## src/rtl/led_pkg.sv

```systemverilog
`default_nettype none
// ============================================================================
// Module      : led_pkg
// Description : Types and constants shared by the framebuffer write arbiter,
//               the LED controller and the framebuffer itself.
//               - state_t     : write-port owner state (IDLE / CLEAR)
//               - grant_t     : round-robin grant identity (CPU / GFX)
//               - PAGE_ADDR_W : pixel address width within one page
//               - PIX_W       : pixel data width
// Revision    : 1.0 - initial release
// ============================================================================
package led_pkg;

    localparam int PAGE_ADDR_W = 12;
    localparam int PIX_W       = 4;

    typedef enum logic [0:0] {
        IDLE  = 1'b0,
        CLEAR = 1'b1
    } state_t;

    typedef enum logic [0:0] {
        CPU = 1'b0,
        GFX = 1'b1
    } grant_t;

endpackage
`default_nettype wire

```

## src/rtl/rr_arbiter2.sv

```systemverilog
`default_nettype none
// ============================================================================
// Module      : rr_arbiter2
// Description : Two-requester round-robin arbiter with a last-grant register.
//               Grants are combinational. On a tie the requester that was not
//               granted last wins. The CPU wins the first tie after reset.
// Ports       : clk, rst     - clock, asynchronous active-high reset
//               en           - arbitration allowed this cycle
//               req_cpu/gfx  - requests
//               gnt_cpu/gfx  - grants (a grant is a completed transfer)
// Revision    : 1.0 - initial release
// ============================================================================
module rr_arbiter2
    import led_pkg::*;
(
    input  logic clk,
    input  logic rst,
    input  logic en,
    input  logic req_cpu,
    input  logic req_gfx,
    output logic gnt_cpu,
    output logic gnt_gfx
);

    grant_t r_last;
    logic   w_gnt_cpu;
    logic   w_gnt_gfx;

    // Grants are forced low while reset is held so nothing is accepted.
    assign w_gnt_cpu = en && !rst && req_cpu && (!req_gfx || (r_last == GFX));
    assign w_gnt_gfx = en && !rst && req_gfx && (!req_cpu || (r_last == CPU));

    assign gnt_cpu = w_gnt_cpu;
    assign gnt_gfx = w_gnt_gfx;

    always_ff @(posedge clk or posedge rst) begin
        if (rst) begin
            r_last <= GFX;
        end else if (w_gnt_cpu) begin
            r_last <= CPU;
        end else if (w_gnt_gfx) begin
            r_last <= GFX;
        end
    end

endmodule
`default_nettype wire

```

## src/rtl/fb_write_arbiter.sv

```systemverilog
`default_nettype none
// ============================================================================
// Module      : fb_write_arbiter
// Description : Owns the framebuffer write port. Shares it between a CPU and a
//               graphics engine, runs a full back-page clear engine, and
//               manages double buffering (writes go to the back page, pages
//               swap on the display controller's frame boundary).
// Ports       : clk, rst                 - clock, async active-high reset
//               cpu_* / gfx_*            - valid/ready pixel write requesters
//               clr_start/value/busy     - back-page clear engine
//               swap_req/frame_done      - swap request / frame boundary
//               swap_pending, front_sel  - swap status, displayed page
//               fb_we/fb_waddr/fb_din    - registered framebuffer write port
// Revision    : 1.0 - initial release
// ============================================================================
module fb_write_arbiter
    import led_pkg::*;
#(
    parameter int ADDR_W = PAGE_ADDR_W,
    parameter int DATA_W = PIX_W
) (
    input  logic              clk,
    input  logic              rst,
    input  logic              cpu_valid,
    output logic              cpu_ready,
    input  logic [ADDR_W-1:0] cpu_addr,
    input  logic [DATA_W-1:0] cpu_data,
    input  logic              gfx_valid,
    output logic              gfx_ready,
    input  logic [ADDR_W-1:0] gfx_addr,
    input  logic [DATA_W-1:0] gfx_data,
    input  logic              clr_start,
    input  logic [DATA_W-1:0] clr_value,
    output logic              clr_busy,
    input  logic              swap_req,
    input  logic              frame_done,
    output logic              swap_pending,
    output logic              front_sel,
    output logic              fb_we,
    output logic [ADDR_W:0]   fb_waddr,
    output logic [DATA_W-1:0] fb_din
);

    state_t            r_state;
    logic [ADDR_W-1:0] r_clr_cnt;
    logic [DATA_W-1:0] r_clr_val;
    logic              r_clr_page;
    logic              r_front;
    logic              r_pending;
    logic              r_we;
    logic [ADDR_W:0]   r_waddr;
    logic [DATA_W-1:0] r_din;

    logic w_idle;
    logic w_arb_en;
    logic w_gnt_cpu;
    logic w_gnt_gfx;
    logic w_swap;

    assign w_idle   = (r_state == IDLE);
    // A clear start in IDLE takes the cycle away from both requesters.
    assign w_arb_en = w_idle && !clr_start;

    // Swap is blocked during a clear and on the cycle a clear is accepted, so
    // the clear never has its target page turned into the displayed page.
    assign w_swap = frame_done && (r_pending || swap_req) && w_idle && !clr_start;

    rr_arbiter2 u_arb (
        .clk     (clk),
        .rst     (rst),
        .en      (w_arb_en),
        .req_cpu (cpu_valid),
        .req_gfx (gfx_valid),
        .gnt_cpu (w_gnt_cpu),
        .gnt_gfx (w_gnt_gfx)
    );

    always_ff @(posedge clk or posedge rst) begin
        if (rst) begin
            r_state    <= IDLE;
            r_clr_cnt  <= '0;
            r_clr_val  <= '0;
            r_clr_page <= 1'b0;
            r_front    <= 1'b0;
            r_pending  <= 1'b0;
            r_we       <= 1'b0;
            r_waddr    <= '0;
            r_din      <= '0;
        end else begin
            r_we <= 1'b0;

            if (r_state == CLEAR) begin
                r_we      <= 1'b1;
                r_waddr   <= {r_clr_page, r_clr_cnt};
                r_din     <= r_clr_val;
                r_clr_cnt <= r_clr_cnt + ADDR_W'(1);
                if (&r_clr_cnt) begin
                    r_state <= IDLE;
                end
            end else if (clr_start) begin
                r_state    <= CLEAR;
                r_clr_cnt  <= '0;
                r_clr_val  <= clr_value;
                r_clr_page <= ~r_front;
            end else if (w_gnt_cpu) begin
                r_we    <= 1'b1;
                r_waddr <= {~r_front, cpu_addr};
                r_din   <= cpu_data;
            end else if (w_gnt_gfx) begin
                r_we    <= 1'b1;
                r_waddr <= {~r_front, gfx_addr};
                r_din   <= gfx_data;
            end

            // A same-cycle transfer above already used the pre-toggle page.
            if (w_swap) begin
                r_front   <= ~r_front;
                r_pending <= 1'b0;
            end else if (swap_req) begin
                r_pending <= 1'b1;
            end
        end
    end

    assign cpu_ready    = w_gnt_cpu;
    assign gfx_ready    = w_gnt_gfx;
    assign clr_busy     = (r_state == CLEAR);
    assign swap_pending = r_pending;
    assign front_sel    = r_front;
    assign fb_we        = r_we;
    assign fb_waddr     = r_waddr;
    assign fb_din       = r_din;

endmodule
`default_nettype wire

```

## config.mk

```make
export PLATFORM = sky130hd
export DESIGN_NAME = fb_write_arbiter
export DESIGN_NICKNAME = d
export VERILOG_FILES = /design/src/rtl/led_pkg.sv /design/src/rtl/rr_arbiter2.sv /design/src/rtl/fb_write_arbiter.sv
export SDC_FILE = /design/constraint.sdc
export NUM_CORES = 1
export LEC_CHECK = 0
export BUFFER_PORTS_ARGS = -buffer_cell sky130_fd_sc_hd__buf_2
export CAP_MARGIN = 20
export CORE_MARGIN = 10
export CORE_UTILIZATION = 50
export DETAILED_ROUTE_END_ITERATION = 16
export MAX_ROUTING_LAYER = met4
export PLACE_DENSITY = 0.91
export SYNTH_ARGS = -nofsm -noshare
export SYNTH_HDL_FRONTEND = slang
export SYNTH_HIERARCHICAL = 1
export SYNTH_SLANG_ARGS = --single-unit
```

## constraint.sdc

```tcl
create_clock -name clk -period 2.4 [get_ports clk]
set_input_delay 0.24 -clock clk [delete_from_list [all_inputs] [get_ports clk]]
set_output_delay 0.24 -clock clk [all_outputs]
set_load 0.02 [all_outputs]
```

==> summary.md <==
| Metric | Value |
|---|---|
| #FFs+latches synth | `39` |
| Vias in the first global route | `1,732` |
| Pleak | `1.19 nW` |
| Clock sink count | `39` |
| Core area | `3970 sq um` |
| DR WL/cell | `between 15 and 20 microns` |
| Dominant cells by area after synthesis | `dfrtp_1, mux2i_1, mux2_4, mux2_2, o21ai_0` |
| Vert. Die Dim | `83.9 microns` |
| Worst-case clock buffer depth | `2` |
| Worst Hold Class | `in2reg` |
| GP Congestion | `~0.84` |
| Worst-margin pin slew | `~0.47 ns` |
| Max Cap Violations | `0` |
| Critical path type | `reg2out` |
| Yosys warnings | `6` |
| Detailed-route via count | `1,616` |
| CTS Buf Count | `5` |
| Clock Root Buffer | `clkbuf_8` |
| Die X | `~84 microns` |
| Fmax | `about 480 MHz` |
| Commonest non-fill, non-tap cell in the layout | `buf_2` |
| Initial core utilization | `51.4%` |
| Fillers | `325` |
| Crit. End Element | `primary output` |
| Post-CTS Resized | `0` |
| Synth top area share | `46.6%` |
| M1 WL | `2170 microns` |
| Max-slew headroom | `68.4%` |
| Hold Vio Cnt, Final | `0` |
| Outcome | `finished clean` |
| Initial antenna violation count | `0` |
| # port buffers | `65` |
| Share of cells above drive strength 1 | `42.6%` |
| Post-DP HPWL | `3700 microns` |
| Clock Skews | `just under 0.009 ns` |
| DRC violations left | `0` |
| Synth Flop Type | `dfrtp_1` |
| Total negative slack | `0 ns` |
| Ys async rst share | `100%` |
| CTS H-tree lvls | `2` |
| Highest-count cells in the layout ignoring fill and taps | `buf_2, dfrtp_1, nand2_1` |
| Global-route wire length before repair | `roughly 8100 microns` |
| P&R area growth vs syn | `23.1%` |
| Synth Net Count | `225` |
| Top Metal Used | `met4` |
| Rows | `23` |
| Initial DRT Pass Iterations | `4` |
| Register area share after synthesis | `47.9%` |
| Endpoints failing setup | `0` |
| CP startpoint kind | `flip-flop` |
| Die footprint | `just over 7000 sq um` |
| IO Pins | `66` |
| Layout net count | `293` |
| Overflow left after global routing | `0` |
| Synth unique cells | `31` |
| Worst-skew pair later-pin latency | `approximately 0.3 ns` |
| DRT Wirelength | `4800 microns` |
| Tot GR Track Use | `around 14%` |
| Pins Over Slew Limit | `0` |
| Yosys top cell by area | `dfrtp_1` |
| Met3 wire length | `about 380 microns` |
| Via density | `between 5 and 6` |
| Drt initial violations | `76` |
| Syn avg cell area | `11.3 sq um` |
| Final Cycle Share | `86.0%` |
| Met2 routed WL | `roughly 2200 microns` |
| CTS clk-pin slew, worst paths | `0.08 ns` |
| Diodes inserted | `0` |
| Req. time, crit path | `approximately 2.2 ns` |
| RSZ-0062 raised after global routing | `no` |
| CP Max Fanout | `9` |
| Pwr dens | `876 nW/um^2` |
| Fin util | `63.2%` |
| TritonCTS clock tree | `built` |
| Post-synth EDFFs | `0` |
| Largest net degree at the start of global routing | `47` |
| Mapped Area | `2040 sq um` |
| Worst EP arrival | `about 1.8 ns` |
| DRT antenna net count | `0` |
| Min Tclk post-route | `2.06 ns` |
| VDD IR max | `0.481 mV` |
| Synth Instances | `181` |
registers in the layout, summed over array words and instances, names as in the netlist:
register      cells
fb_waddr         13
r_clr_page        1
fb_din            4
r_clr_val         4
front_sel         1
swap_pending      1
r_clr_cnt        12
fb_we             1
clr_busy          1
u_arb/r_last      1
power by group:
part / switching [mW] / internal, mW
clock network: 0.222 / 0.225
logic: 0.382 / 0.332
registers: 0.185 / 0.853
total: 0.790 / 1.41
logic make-up after synthesis:
logic type	share of synthesized area, %
XOR/XNOR	1.29
AO/OA/AOI/OAI	11.5
flip-flops	47.9
AND/OR/NAND/NOR	10.3
adder cells (fa/ha/maj)	0.613
multiplexers	24.1
buffers and inverters	4.35
cells in the mapped netlist, drive strengths merged, types with 4 or more instances:
master,n
mux2i,18
o21ai,20
mux2,24
buf,7
clkbuf,4
dfrtp,38
nand3,6
inv,4
o311ai,4
nand2,23
o41ai,4
metal layers:
| metal | GRT usage (%) | up-vias |
|---|---|---|
| met5 | - | - |
| met4 | 5.02 | 0 |
| met3 | 5.96 | 10 |
| met2 | 21.0 | 66 |
| met1 | 17.0 | 754 |
| li1 | - | 786 |
timing repair:
action / in CTS / in global routing
hold buffers: 1 / 0
endpoints found under the hold margin: 3 / 0
buffers inserted: 0 / 0
worst max-delay path, cell delays in order, from the launching register on:
cell and delay (ns):
dfrtp_1 0.40, nor2_2 0.26, and3b_1 0.22, a21boi_4 0.22, buf_4 0.23, buf_2 0.20
cell type report:
type	instances	area, sq um	area share [%]
multi-input cells	127	988	39.4
well taps	50	62.6	2.49
clock buffers	6	82.6	3.29
flip-flops and latches	39	977	38.9
clock inverters	1	5.00	0.199
repair buffers	72	380	15.1
inverters	4	15.0	0.598
metrics by stage:
step	hold WS, ns	area, sq um	power [mW]	std cells	setup slack [ns]
after floorplan	0.130	2050	1.51	181	0.0248
after global placement	0.130	2410	1.73	291	0.452
after detailed placement	0.139	2410	1.77	291	0.369
after CTS	0.120	2510	2.22	299	0.313
after global routing	0.152	2510	2.36	299	0.204
final	0.130	2510	2.20	299	0.337
worst paths after layout:
check,startpoint,end,slack (ns),cells past startpoint
max,clr_busy,cpu_ready,0.34,5
min,frame_done,swap_pending,0.13,2
max reg2reg,clr_busy,fb_waddr[0],0.37,6
min reg2reg,r_clr_page,r_clr_page,0.49,2
max in group asynchronous,rst,r_clr_cnt[0],1.38,4
min in group asynchronous,rst,front_sel,0.39,3
Note: power is estimated with default switching activity, not from simulation.
